===== src/rtl/uart_fifo_rx_if.sv =====
// Byte handshake between the UART receiver engine, the RX FIFO and the bus read port.
// Signal names follow the FIFO's point of view.
interface uart_fifo_rx_if;
  logic       wr_en_i;
  logic [7:0] data_i;
  logic       frame_err_i;
  logic       rd_en_i;
  logic [7:0] data_o;
  logic       frame_err_o;
  logic       rd_valid_o;

  modport master (
    output wr_en_i, data_i, frame_err_i, rd_en_i,
    input  data_o, frame_err_o, rd_valid_o
  );

  modport slave (
    input  wr_en_i, data_i, frame_err_i, rd_en_i,
    output data_o, frame_err_o, rd_valid_o
  );
endinterface


===== src/rtl/uart_fifo_rx.sv =====
// UART receive FIFO: circular buffer of {frame_err, data} entries with an occupancy
// counter, full/empty/watermark interrupt sources and a sticky overflow flag.
module uart_fifo_rx #(
  parameter  int unsigned DEPTH = 8,
  localparam int unsigned AW    = $clog2(DEPTH)
) (
  input  logic          clk_i,
  input  logic          rst_i,
  input  logic          clr_i,
  uart_fifo_rx_if.slave bus,
  input  logic [AW:0]   thresh_i,
  input  logic          ovf_clr_i,
  output logic [AW:0]   level_o,
  output logic          intr_full_o,
  output logic          intr_empty_o,
  output logic          intr_thresh_o,
  output logic          overflow_o
);

  localparam logic [AW:0] LVL_FULL = (AW+1)'(DEPTH);

  logic [8:0]    mem_q [DEPTH];
  logic [AW-1:0] wr_ptr_q, wr_ptr_d;
  logic [AW-1:0] rd_ptr_q, rd_ptr_d;
  logic [AW:0]   level_q, level_d;
  logic [7:0]    data_q, data_d;
  logic          ferr_q, ferr_d;
  logic          rv_q, rv_d;
  logic          ovf_q, ovf_d;
  logic          rd_acc, wr_acc;

  // A write on full is still accepted when a read frees a slot in the same cycle.
  assign rd_acc = bus.rd_en_i && (level_q != '0);
  assign wr_acc = bus.wr_en_i && ((level_q != LVL_FULL) || rd_acc);

  always_comb begin
    wr_ptr_d = wr_ptr_q;
    rd_ptr_d = rd_ptr_q;
    level_d  = level_q;
    data_d   = data_q;
    ferr_d   = ferr_q;
    rv_d     = 1'b0;
    ovf_d    = ovf_q;
    if (clr_i) begin
      wr_ptr_d = '0;
      rd_ptr_d = '0;
      level_d  = '0;
      ovf_d    = 1'b0;
    end else begin
      if (rd_acc) begin
        {ferr_d, data_d} = mem_q[rd_ptr_q];
        rd_ptr_d         = rd_ptr_q + 1'b1;
        rv_d             = 1'b1;
      end
      if (wr_acc) begin
        wr_ptr_d = wr_ptr_q + 1'b1;
      end
      case ({wr_acc, rd_acc})
        2'b10:   level_d = level_q + 1'b1;
        2'b01:   level_d = level_q - 1'b1;
        default: level_d = level_q;
      endcase
      if (bus.wr_en_i && !wr_acc) begin
        ovf_d = 1'b1;
      end else if (ovf_clr_i) begin
        ovf_d = 1'b0;
      end
    end
  end

  always_ff @(posedge clk_i) begin
    if (rst_i) begin
      wr_ptr_q <= '0;
      rd_ptr_q <= '0;
      level_q  <= '0;
      data_q   <= '0;
      ferr_q   <= 1'b0;
      rv_q     <= 1'b0;
      ovf_q    <= 1'b0;
    end else begin
      wr_ptr_q <= wr_ptr_d;
      rd_ptr_q <= rd_ptr_d;
      level_q  <= level_d;
      data_q   <= data_d;
      ferr_q   <= ferr_d;
      rv_q     <= rv_d;
      ovf_q    <= ovf_d;
    end
  end

  always_ff @(posedge clk_i) begin
    if (!rst_i && !clr_i && wr_acc) begin
      mem_q[wr_ptr_q] <= {bus.frame_err_i, bus.data_i};
    end
  end

  assign bus.data_o      = data_q;
  assign bus.frame_err_o = ferr_q;
  assign bus.rd_valid_o  = rv_q;
  assign level_o         = level_q;
  assign overflow_o      = ovf_q;
  assign intr_full_o     = (level_q == LVL_FULL);
  assign intr_empty_o    = (level_q == '0);
  assign intr_thresh_o   = (thresh_i != '0) && (level_q >= thresh_i);

endmodule


===== src/flat_wrapper.sv =====
// flat-port wrapper written by rule: the top's interface ports become plain ports
module uart_fifo_rx_flat 
#(
  parameter  int unsigned DEPTH = 8,
  localparam int unsigned AW    = $clog2(DEPTH)
)
  (clk_i, rst_i, clr_i, thresh_i, ovf_clr_i, level_o, intr_full_o, intr_empty_o, intr_thresh_o, overflow_o, bus_wr_en_i, bus_data_i, bus_frame_err_i, bus_rd_en_i, bus_data_o, bus_frame_err_o, bus_rd_valid_o);
  uart_fifo_rx_if bus_i ();
  input  logic clk_i;
  input  logic rst_i;
  input  logic clr_i;
  input  logic [AW:0] thresh_i;
  input  logic ovf_clr_i;
  output logic [AW:0] level_o;
  output logic intr_full_o;
  output logic intr_empty_o;
  output logic intr_thresh_o;
  output logic overflow_o;
  input wire logic [$bits(bus_i.wr_en_i)-1:0] bus_wr_en_i;
  input wire logic [$bits(bus_i.data_i)-1:0] bus_data_i;
  input wire logic [$bits(bus_i.frame_err_i)-1:0] bus_frame_err_i;
  input wire logic [$bits(bus_i.rd_en_i)-1:0] bus_rd_en_i;
  output wire logic [$bits(bus_i.data_o)-1:0] bus_data_o;
  output wire logic [$bits(bus_i.frame_err_o)-1:0] bus_frame_err_o;
  output wire logic [$bits(bus_i.rd_valid_o)-1:0] bus_rd_valid_o;
  assign bus_i.wr_en_i = bus_wr_en_i;
  assign bus_i.data_i = bus_data_i;
  assign bus_i.frame_err_i = bus_frame_err_i;
  assign bus_i.rd_en_i = bus_rd_en_i;
  assign bus_data_o = bus_i.data_o;
  assign bus_frame_err_o = bus_i.frame_err_o;
  assign bus_rd_valid_o = bus_i.rd_valid_o;
  uart_fifo_rx #(.DEPTH(DEPTH)) u_core (.clk_i(clk_i), .rst_i(rst_i), .clr_i(clr_i), .bus(bus_i), .thresh_i(thresh_i), .ovf_clr_i(ovf_clr_i), .level_o(level_o), .intr_full_o(intr_full_o), .intr_empty_o(intr_empty_o), .intr_thresh_o(intr_thresh_o), .overflow_o(overflow_o));
endmodule

===== config.mk =====
export PLATFORM = sky130hd
export DESIGN_NAME = uart_fifo_rx_flat
export DESIGN_NICKNAME = d
export VERILOG_FILES = /design/src/rtl/uart_fifo_rx_if.sv /design/src/rtl/uart_fifo_rx.sv /design/src/flat_wrapper.sv
export SDC_FILE = /design/constraint.sdc
export NUM_CORES = 1
export LEC_CHECK = 0
export ABC_CLOCK_PERIOD_IN_PS = 3000
export CORE_MARGIN = 2
export CORE_UTILIZATION = 56
export DETAILED_ROUTE_END_ITERATION = 8
export PLACE_DENSITY_LB_ADDON = 0.05
export SLEW_MARGIN = 20
export SYNTH_ARGS = -nofsm -noshare
export SYNTH_HDL_FRONTEND = slang
export SYNTH_SLANG_ARGS = --single-unit

===== constraint.sdc =====
create_clock -name clk_i -period 3 [get_ports clk_i]
set_input_delay 0.45 -clock clk_i [delete_from_list [all_inputs] [get_ports clk_i]]
set_output_delay 0.45 -clock clk_i [all_outputs]
set_load 0.005 [all_outputs]

==> qor.txt, run 1 <==
Outcome - complete, no violations
DRT iter0 DRCs - 132
Pre-CTS setup slack - 0.346 ns
Post-CTS Setup Bufs - 0
GPL Wtd Cong - 0.833
Max-slew violations - 0
Crit-path cells - inv_1 > ha_1 > nand2b_1 > a21o_1 > a211oi_1 > nor3_1 > clkdlybuf4s50_1
Worst-skew pair later-pin latency - 0.35 ns
Top_reg_cell synth - edfxtp_1
Chip height - 86.6 um
Layout filler cell count - 474
Clock root cell - clkbuf_8
Delay-heaviest family, CP - buffers and inverters
Largest net degree at the start of global routing - 19
YS warnings - 0
Maximum VDD drop - 0.338 mV
Cts hold-fix bufs - 0
H-tree Lvls - 3
Remaining antenna violation count - 0
Worst setup EP type - output pin
Max-Cap Viols - 0
Mapped Nets - 259
Hold Vio Cnt, Final - 0
Vias - 2,142
Post-layout util - 68.2%
Reg2Reg Depth - 8
First-pass GRT wire length - 11,600 um
Internal reg-to-reg setup slack - 0.67 ns
Ys async rst share - 0%
Required time worst endpoint - 2.55 ns
# setup viols final - 0
Reg-to-reg endpoint - u_core.level_o[3]
Setup TNS Final - 0 ns
Max incr delay on CP - 0.44 ns
Post-synth EDFFs - 72
Routed WL - 7060 um
Slew @ Worst Pin - 0.634 ns
DRC - 0
Reg power frac - 54.9%
Number of port buffers - 36
Layout cells sized above 1 - 19.4%
Inserted Diodes - 0
Post-Syn Instances - 231
Sw frac - 20.2%
Worst Setup Start Kind - register
Initial antenna violation count - 0
Layout Skew - 0.0125 ns
# rows - 30
Worst setup margin - 0.331 ns
CP Class - reg -> out
Sw power - 0.520 mW
Reg-to-Reg Start - u_core.level_o[3]
HP Class - reg -> reg
Yosys reg bits - 93
End point of the critical path - intr_thresh_o
Tcrit/Tclk final - 89.0%
Clock-pin slew on the worst setup and hold paths - 0.09 ns
HP Start - u_core.rd_ptr_q[1]
Cell Pwr Density - 565 nW/um^2
Gr usage total - 21.4%
Critical Path AT - 2.22 ns
Die width - 86.6 um
HPWL after detailed placement - 4660 um
Pint - 2.06 mW
Synth unique cells - 40
Area Overhead vs Synth - 19.3%
Avg Inst Size Synth - 16.5 sq um
Die Footprint - 7500 sq um
TritonCTS Buffers - 9
CTS tree - done
Logic pwr share - 7.1%
Pre-antenna DRT Iters - 4
Critical path peak fanout - 9
WL per Instance - 19.1 um
Global route overflow - 0
Clk network pwr share - 38.1%
DR vias/cell - 5.80
Max stage delay cell, worst path - dfxtp_2
Vias in the first global route - 2,157
Slew headroom - 57.4%
Period minus WS final - 2.67 ns
Clock Path Buffers - 2
Fmax achieved - 0.375 GHz
Mapped cell area - 3820 sq um
Leakage power - 1.61 nW
Core area - 6680 sq um
Fin nets - 312
Total power - 2.58 mW
RSZ-0062 raised after global routing - no
Stages on the worst setup path - 7
I/O pin count - 37
Clock sinks - 93
Seq/Total Area, Yosys - 67.6%
Hold Slack - 0.482 ns
Buffers plus inverters on the worst setup path - 2
Beginning of the critical path - u_core.level_o[0]
Post-CTS sizing - 0
Initial Util - 57.2%
[how the worst min path moves through the flow]
stage	endpoint	slack (ns)	cells after the start
finish	u_core.rd_ptr_q[1]	0.48	2
floorplan	u_core.wr_ptr_q[0]	0.46	2
detailed placement	u_core.bus.data_o[0]	0.47	1
CTS	u_core.rd_ptr_q[1]	0.48	2
global route	u_core.rd_ptr_q[1]	0.51	2
global placement	u_core.rd_ptr_q[1]	0.46	2
[flip-flops by register name, indices dropped and copies added, names as in the netlist]
name / count
u_core.mem_q: 72
u_core.bus.data_o: 8
u_core.level_o: 4
u_core.rd_ptr_q: 3
u_core.wr_ptr_q: 3
u_core.bus.frame_err_o: 1
u_core.bus.rd_valid_o: 1
u_core.overflow_o: 1
[worst register-to-register path: cells and delay by family, from the launching register on]
kind,cells,cell delay [ns]
AND/OR/NAND/NOR,1,0.13
buffers and inverters,1,0.07
multiplexers,1,0.22
flip-flops,1,0.44
adder cells (fa/ha/maj),1,0.28
AO/OA/AOI/OAI,4,1.09
[through the flow]
step           instances  cell area (sq um)
3_5_place_dp         353               4320
3_3_place_gp         353               4320
4_1_cts              369               4560
5_1_grt              369               4560
6_report             369               4560
2_1_floorplan        231               3820
[power by group through the flow]
stage / Combinational (mW) / Clock (mW) / Sequential [mW]
global route: 0.204 / 1.06 / 1.42
CTS: 0.185 / 0.998 / 1.41
detailed placement: 0.185 / 0 / 1.44
global placement: 0.182 / 0 / 1.44
finish: 0.182 / 0.980 / 1.41
floorplan: 0.107 / 0 / 1.44
[cell type report]
type	instances	area, sq um	share of cell area (%)
well taps	80	100	2.20
flip-flops and latches	93	2580	56.7
clock buffers	11	131	2.88
clock inverters	5	108	2.36
multi-input cells	119	1130	24.7
inverters	10	37.5	0.823
repair buffers	51	473	10.4
[cell usage after synthesis, types with 3 or more instances]
cell type | count | area, sq um
a21oi_1 | 4 | 20.0
a221o_1 | 9 | 90.1
and3_1 | 9 | 56.3
buf_6 | 3 | 33.8
dfxtp_1 | 21 | 420
edfxtp_1 | 72 | 2160
ha_1 | 8 | 100
inv_1 | 9 | 33.8
mux2i_1 | 3 | 30.0
mux4_2 | 18 | 405
nand2_1 | 10 | 37.5
nand3_1 | 5 | 25.0
nor2_1 | 13 | 48.8
nor3_1 | 12 | 60.1
nor4_1 | 3 | 18.8
[metal layers]
metal | part of all wire [%] | global-route usage (%)
met3 | 4.5 | 5.14
met5 | 0 | 0
met1 | 47 | 30.3
met2 | 47 | 33.0
met4 | 0.75 | 7.53
[cells by family after synthesis]
group           Yosys count  share of synthesized area, %
buf+inv                  19                          2.95
fa+ha+maj                 9                          3.14
compound gates           25                          5.96
mux                      22                          11.8
simple gates             60                          7.89
xor+xnor                  3                         0.688
flops                    93                          67.6
[cells in the final DEF, fill, tap and decap left out, drive strengths merged, types with 2 or more instances in the layout]
cell type / n
a21o: 2
a21oi: 4
a221o: 9
and3: 9
buf: 15
bufinv: 3
clkbuf: 11
clkdlybuf4s50: 36
dfxtp: 21
edfxtp: 72
ha: 8
inv: 11
mux2i: 3
mux4: 18
nand2: 10
nand3: 5
nor2: 13
nor3: 12
nor4: 3
o21a: 2
or2: 2
or3: 2
xnor2: 2
Power figures use the tool's default switching activity.
==> run 2: changes to the inputs <==
--- a/config.mk
+++ b/config.mk
@@ -5,7 +5,7 @@
 export SDC_FILE = /design/constraint.sdc
 export NUM_CORES = 1
 export LEC_CHECK = 0
-export ABC_CLOCK_PERIOD_IN_PS = 3000
+export ABC_CLOCK_PERIOD_IN_PS = 3010
 export CORE_MARGIN = 2
 export CORE_UTILIZATION = 56
 export DETAILED_ROUTE_END_ITERATION = 8
==> constraint.sdc (replaced) <==
create_clock -name clk_i -period 3.01 [get_ports clk_i]
set_input_delay 0.4515 -clock clk_i [delete_from_list [all_inputs] [get_ports clk_i]]
set_output_delay 0.4515 -clock clk_i [all_outputs]
set_load 0.005 [all_outputs]
==> qor.txt, run 2 (synthesis gave the netlist of run 1 again) <==
Hold Vio Cnt, Final - 0 (unchanged)
Cell Pwr Density - 521 nW/um^2 (-7.7%)
Max incr delay on CP - 0.54 ns (+0.10 ns)
CTS tree - done
Largest net degree at the start of global routing - 19 (unchanged)
Fin nets - 312 (unchanged)
Layout Skew - 0.0137 ns (+0.00117 ns)
Leakage power - 1.57 nW (-2.3%)
Slew headroom - 54.9% (-2.5 points)
H-tree Lvls - 3 (unchanged)
Buffers plus inverters on the worst setup path - 2 (unchanged)
Maximum VDD drop - 0.354 mV (+4.7%)
HPWL after detailed placement - 4670 um (+0.38%)
# setup viols final - 0 (unchanged)
Worst setup EP type - output pin
Largest register FFs - 72 (unchanged)
TritonCTS Buffers - 9 (unchanged)
Post-CTS Setup Bufs - 0 (unchanged)
Initial Util - 57.2% (unchanged)
Max stage delay cell, worst path - dfxtp_1
Die Footprint - 7500 sq um (unchanged)
Post-CTS sizing - 0 (unchanged)
Die width - 86.6 um (unchanged)
Routed WL - 7100 um (+0.57%)
Inst Count DP - 353 (unchanged)
Period minus WS final - 2.82 ns
Fmax achieved - 0.354 GHz
Max-slew violations - 0 (unchanged)
Core area - 6680 sq um (unchanged)
HP Class - reg -> reg
Internal reg-to-reg setup slack - 0.68 ns (about the same)
Clock Path Buffers - 2 (unchanged)
Clock root cell - clkbuf_8
Largest reg by FF count - u_core.mem_q
Worst-skew pair later-pin latency - 0.35 ns (about the same)
Initial antenna violation count - 0 (unchanged)
Most common cell after layout, fill and taps aside - edfxtp_1
Clock sinks - 93 (unchanged)
Worst Setup Start Kind - register
DRC - 0 (unchanged)
I/O pin count - 37 (unchanged)
Tcrit/Tclk final - 93.8%
Layout filler cell count - 467 (-1.5%)
Inserted Diodes - 0 (unchanged)
DR vias/cell - 5.83 (+0.51%)
Vias - 2,153 (+0.51%)
Post-layout util - 67.3% (-0.97 points)
Critical path peak fanout - 9 (unchanged)
Final cell count without fillers - 369 (unchanged)
Setup TNS Final - 0 ns (unchanged)
Max-Cap Viols - 0 (unchanged)
Pre-antenna DRT Iters - 4 (unchanged)
GPL Wtd Cong - 0.833 (about the same)
Slew @ Worst Pin - 0.672 ns (+0.0378 ns)
Remaining antenna violation count - 0 (unchanged)
# rows - 30 (unchanged)
Vias in the first global route - 2,165 (+0.37%)
Layout cells sized above 1 - 19.4% (unchanged)
CP Class - reg -> out
Required time worst endpoint - 2.56 ns (about the same)
Crit-path cells - inv_1 > ha_1 > nand2b_1 > a21o_1 > a211oi_1 > nor3_1 > clkdlybuf4s50_1
Commonest non-fill, non-tap cells in the layout - edfxtp_1 (72), clkdlybuf4s50_1 (36), dfxtp_1 (21)
Cts hold-fix bufs - 0 (unchanged)
RSZ-0062 raised after global routing - no
Area Overhead vs Synth - 17.6%
Global route overflow - 0 (unchanged)
Outcome - complete, no violations
WL per Instance - 19.2 um (+0.57%)
Gr usage total - 21.2% (-0.22 points)
First-pass GRT wire length - 11,600 um (-0.29%)
Chip height - 86.6 um (unchanged)
Number of port buffers - 36 (unchanged)
Delay-heaviest family, CP - buffers and inverters
Clock-pin slew on the worst setup and hold paths - 0.10 ns (about the same)
Critical Path AT - 2.37 ns (+0.15 ns)
DRT iter0 DRCs - 140 (+6.1%)
## run 2: final timing paths
path,from,end,cells after the start
max,u_core.level_o[0],intr_thresh_o,7
min,u_core.rd_ptr_q[1],u_core.rd_ptr_q[1],2
max reg2reg,u_core.level_o[3],u_core.level_o[3],8
min reg2reg,u_core.rd_ptr_q[1],u_core.rd_ptr_q[1],2
## run 2: worst register-to-register path, stage by stage, from the launching register on
cell      delay, ns
dfxtp_1        0.45
o41a_1         0.55
nand2_1        0.14
inv_1          0.07
ha_1           0.27
a21o_1         0.19
a211o_1        0.28
o221ai_1       0.18
a31oi_1        0.09
## run 2: layer usage
metal / part of all wire (%) / global-route usage [%] / up-vias
met5: 0 / 0 / -
met4: 1.6 / 8.38 / 0
met3: 3.5 / 4.29 / 12
met2: 46 / 32.0 / 42
met1: 49 / 30.7 / 1079
li1: - / - / 1020
## run 2: stage by stage
step                      hold slack [ns]  setup slack (ns)  total power [mW]  cell area, sq um
after floorplan                     0.460             0.722              1.54              3820
after global placement              0.464             0.360              1.62              4320
after detailed placement            0.476             0.345              1.62              4320
after CTS                           0.489             0.150              2.36              4490
after global routing                0.521            0.0178              2.43              4490
final                               0.486             0.187              2.34              4490
## run 2: where the power goes
| group | leakage [nW] | total, mW | internal, mW | switching, mW |
|---|---|---|---|---|
| combinational | 0.670 | 0.182 | 0.0974 | 0.0846 |
| clock | 0.0808 | 0.753 | 0.308 | 0.445 |
| sequential | 0.819 | 1.41 | 1.39 | 0.0145 |
| total | 1.57 | 2.34 | 1.80 | 0.544 |
## run 2: layout make-up
cell class | count | area [sq um] | area share [%]
inverters | 10 | 37.5 | 0.835
multi-input cells | 119 | 1130 | 25.1
well taps | 80 | 100 | 2.23
clock buffers | 10 | 128 | 2.84
flip-flops and latches | 93 | 2580 | 57.5
repair buffers | 51 | 473 | 10.5
clock inverters | 6 | 47.5 | 1.06
==> run 3: changes to the inputs <==
--- a/config.mk
+++ b/config.mk
@@ -5,9 +5,10 @@
 export SDC_FILE = /design/constraint.sdc
 export NUM_CORES = 1
 export LEC_CHECK = 0
+export ABC_AREA = 1
 export ABC_CLOCK_PERIOD_IN_PS = 3010
 export CORE_MARGIN = 2
-export CORE_UTILIZATION = 56
+export CORE_UTILIZATION = 57
 export DETAILED_ROUTE_END_ITERATION = 8
 export PLACE_DENSITY_LB_ADDON = 0.05
 export SLEW_MARGIN = 20
==> qor.txt, run 3 <==
Slew @ Worst Pin - 0.626 ns (-0.0460 ns)
Slew headroom - 58.2% (+3.3 points)
Multi-input gate area - 1190 sq um (+6.0%)
Area Overhead vs Synth - 16.3%
HP Class - reg -> reg
Count leader, synth - nand2_1
DRC - 0 (unchanged)
Largest reg by FF count - u_core.mem_q
YS warnings - 0 (unchanged)
Most common cell after layout, fill and taps aside - nand2_1
H-tree Lvls - 3 (unchanged)
Period minus WS final - 2.65 ns (-0.171 ns)
First-pass GRT wire length - 13,300 um (+15%)
Synth top area cells - edfxtp_1 (54%), nand2_1 (11%), dfxtp_1 (10%)
Vias in the first global route - 2,722 (+26%)
Sw power - 0.570 mW (+4.7%)
Inst Count DP - 532 (+51%)
Max stage delay cell, worst path - clkdlybuf4s50_1
Max-Cap Viols - 0 (unchanged)
Post-CTS Setup Bufs - 0 (unchanged)
Pre-antenna DRT Iters - 4 (unchanged)
GPL Wtd Cong - 0.876 (+5.2%)
Vias - 2,865 (+33%)
Post-CTS sizing - 0 (unchanged)
Pint - 1.79 mW (-0.62%)
Final cell count without fillers - 548 (+49%)
Global route overflow - 0 (unchanged)
Max-slew violations - 0 (unchanged)
Inserted Diodes - 0 (unchanged)
Sw frac - 24.2% (+0.94 points)
Post-layout util - 68.6% (+1.3 points)
Clock Path Buffers - 2 (unchanged)
Mapped cell area - 4030 sq um (+5.5%)
Total power - 2.36 mW (+0.62%)
Maximum VDD drop - 0.424 mV (+20%)
WL per Instance - 15.7 um (-18%)
Die Footprint - 7760 sq um (+3.4%)
Core area - 6830 sq um (+2.2%)
Clock-pin slew on the worst setup and hold paths - 0.09 ns (about the same)
Tcrit/Tclk final - 88.1% (-5.7 points)
Chip height - 88.1 um (+1.7%)
Number of port buffers - 36 (unchanged)
Initial Util - 59.0% (+1.8 points)
Clk network pwr share - 31.3% (-0.8 points)
I/O pin count - 37 (unchanged)
Worst setup EP type - output pin
Die width - 88.1 um (+1.7%)
Ys async rst share - 0% (unchanged)
Post-Syn Instances - 400 (+73%)
Remaining antenna violation count - 0 (unchanged)
Internal reg-to-reg setup slack - 1.07 ns (+0.39 ns)
Crit-path cells - clkdlybuf4s50_1 > inv_1 > ha_1 > a21oi_1 > nand3_1 > o41ai_1 > inv_1 > clkdlybuf4s50_1
Hold Vio Cnt, Final - 0 (unchanged)
DR vias/cell - 5.23 (-10%)
HPWL after detailed placement - 5720 um (+22%)
Layout Skew - 0.00851 ns (-0.00518 ns)
CP Class - in -> out
Worst-skew pair later-pin latency - 0.35 ns (about the same)
Seq/Total Area, Yosys - 64.1% (-3.5 points)
Layout cells sized above 1 - 7.74% (-12 points)
Mapped Nets - 428 (+65%)
# setup viols final - 0 (unchanged)
Worst Setup Start Kind - primary input
Gr usage total - 23.4% (+2.2 points)
Yosys reg bits - 93 (unchanged)
Setup TNS Final - 0 ns (unchanged)
Share of the synthesized area in the top cell type - 53.6% (-2.9 points)
Avg Inst Size Synth - 10.1 sq um (-39%)
Leakage power - 1.84 nW (+17%)
Fmax achieved - 0.377 GHz (+6.4%)
Critical path peak fanout - 3 (-6)
RSZ-0062 raised after global routing - no
Post-synth EDFFs - 72 (unchanged)
DRT iter0 DRCs - 148 (+5.7%)
Top_reg_cell synth - edfxtp_1
Max incr delay on CP - 0.49 ns (-0.05 ns)
Routed WL - 8590 um (+21%)
Required time worst endpoint - 2.56 ns (about the same)
Cell Pwr Density - 503 nW/um^2 (-3.5%)
Critical Path AT - 2.20 ns (-0.17 ns)
Clock root cell - clkbuf_8
Post-synth top area cell - edfxtp_1
Largest net degree at the start of global routing - 39 (+20)
Outcome - complete, no violations
Synth unique cells - 27 (-33%)
TritonCTS Buffers - 9 (unchanged)
Reg area - 2580 sq um (unchanged)
Reg power frac - 59.8% (-0.3 points)
CTS tree - done
Initial antenna violation count - 0 (unchanged)
Commonest non-fill, non-tap cells in the layout - nand2_1 (115), edfxtp_1 (72), nand3_1 (48)
Largest register FFs - 72 (unchanged)
# rows - 30 (unchanged)
Fin nets - 475 (+52%)
Layout filler cell count - 560 (+20%)
Cts hold-fix bufs - 0 (unchanged)
Clock sinks - 93 (unchanged)
Post-synth top cells - nand2_1 (115), edfxtp_1 (72), nand3_1 (48)
Logic pwr share - 8.9% (+1.1 points)
-- run 3: changes by cell type after synthesis, sizes merged, moves of 14 or more --
cell	delta
nand3	+44
a21oi	+16
nor2	+17
o21ai	+14
inv	+31
mux4	-18
nand2	+107
-- run 3: power groups by stage --
stage                     combinational, mW  sequential (mW)  clock [mW]
after floorplan                       0.118             1.44           0
after global placement                0.205             1.44           0
after detailed placement              0.211             1.44           0
after CTS                             0.212             1.41       0.745
after global routing                  0.236             1.41       0.790
final                                 0.211             1.41       0.737
-- run 3: worst max-delay path: cells and delay by family --
family,cells,cell delay (ns)
fa+ha+maj,1,0.33
simple gates,1,0.10
buf+inv,4,1.07
compound gates,2,0.25
-- run 3: path summary, 6_finish.rpt --
path	endpoint	cells after the start	startpoint
max	intr_thresh_o	8	thresh_i[3]
min	u_core.bus.data_o[1]	2	u_core.bus.data_o[1]
max reg2reg	u_core.level_o[3]	11	u_core.level_o[0]
min reg2reg	u_core.bus.data_o[1]	2	u_core.bus.data_o[1]
-- run 3: through the flow --
stage	area, sq um	hold slack, ns	setup slack (ns)
6_report	4690	0.472	0.358
5_1_grt	4690	0.496	0.237
4_1_cts	4690	0.474	0.346
3_5_place_dp	4520	0.460	0.347
3_3_place_gp	4520	0.454	0.407
2_1_floorplan	4030	0.460	0.987
-- run 3: per-layer routing --
| metal | GRT usage (%) | share of wire, % | wire length [um] |
|---|---|---|---|
| met2 | 40.6 | 51 | 4370 |
| met3 | 5.00 | 4.7 | 400 |
| met1 | 29.9 | 44 | 3750 |
| met5 | 0 | 0 | 0 |
| met4 | 6.47 | 0.95 | 82 |
-- run 3: kinds of logic after synthesis --
group	count (synthesis)	synth area share [%]
DFF	93	64.1
buffers and inverters	56	6.30
and+or+nand+nor	204	21.6
xor gates and xnor gates	2	0.435
AOI/OAI and AO/OA	36	4.63
adders and majority gates	9	2.98
-- run 3: area by class of cell --
cell class | count | share of cell area [%]
inverters | 42 | 3.36
flip-flops and latches | 93 | 55.1
multi-input cells | 251 | 25.5
clock inverters | 5 | 0.774
clock buffers | 11 | 2.80
well taps | 96 | 2.56
repair buffers | 50 | 9.93
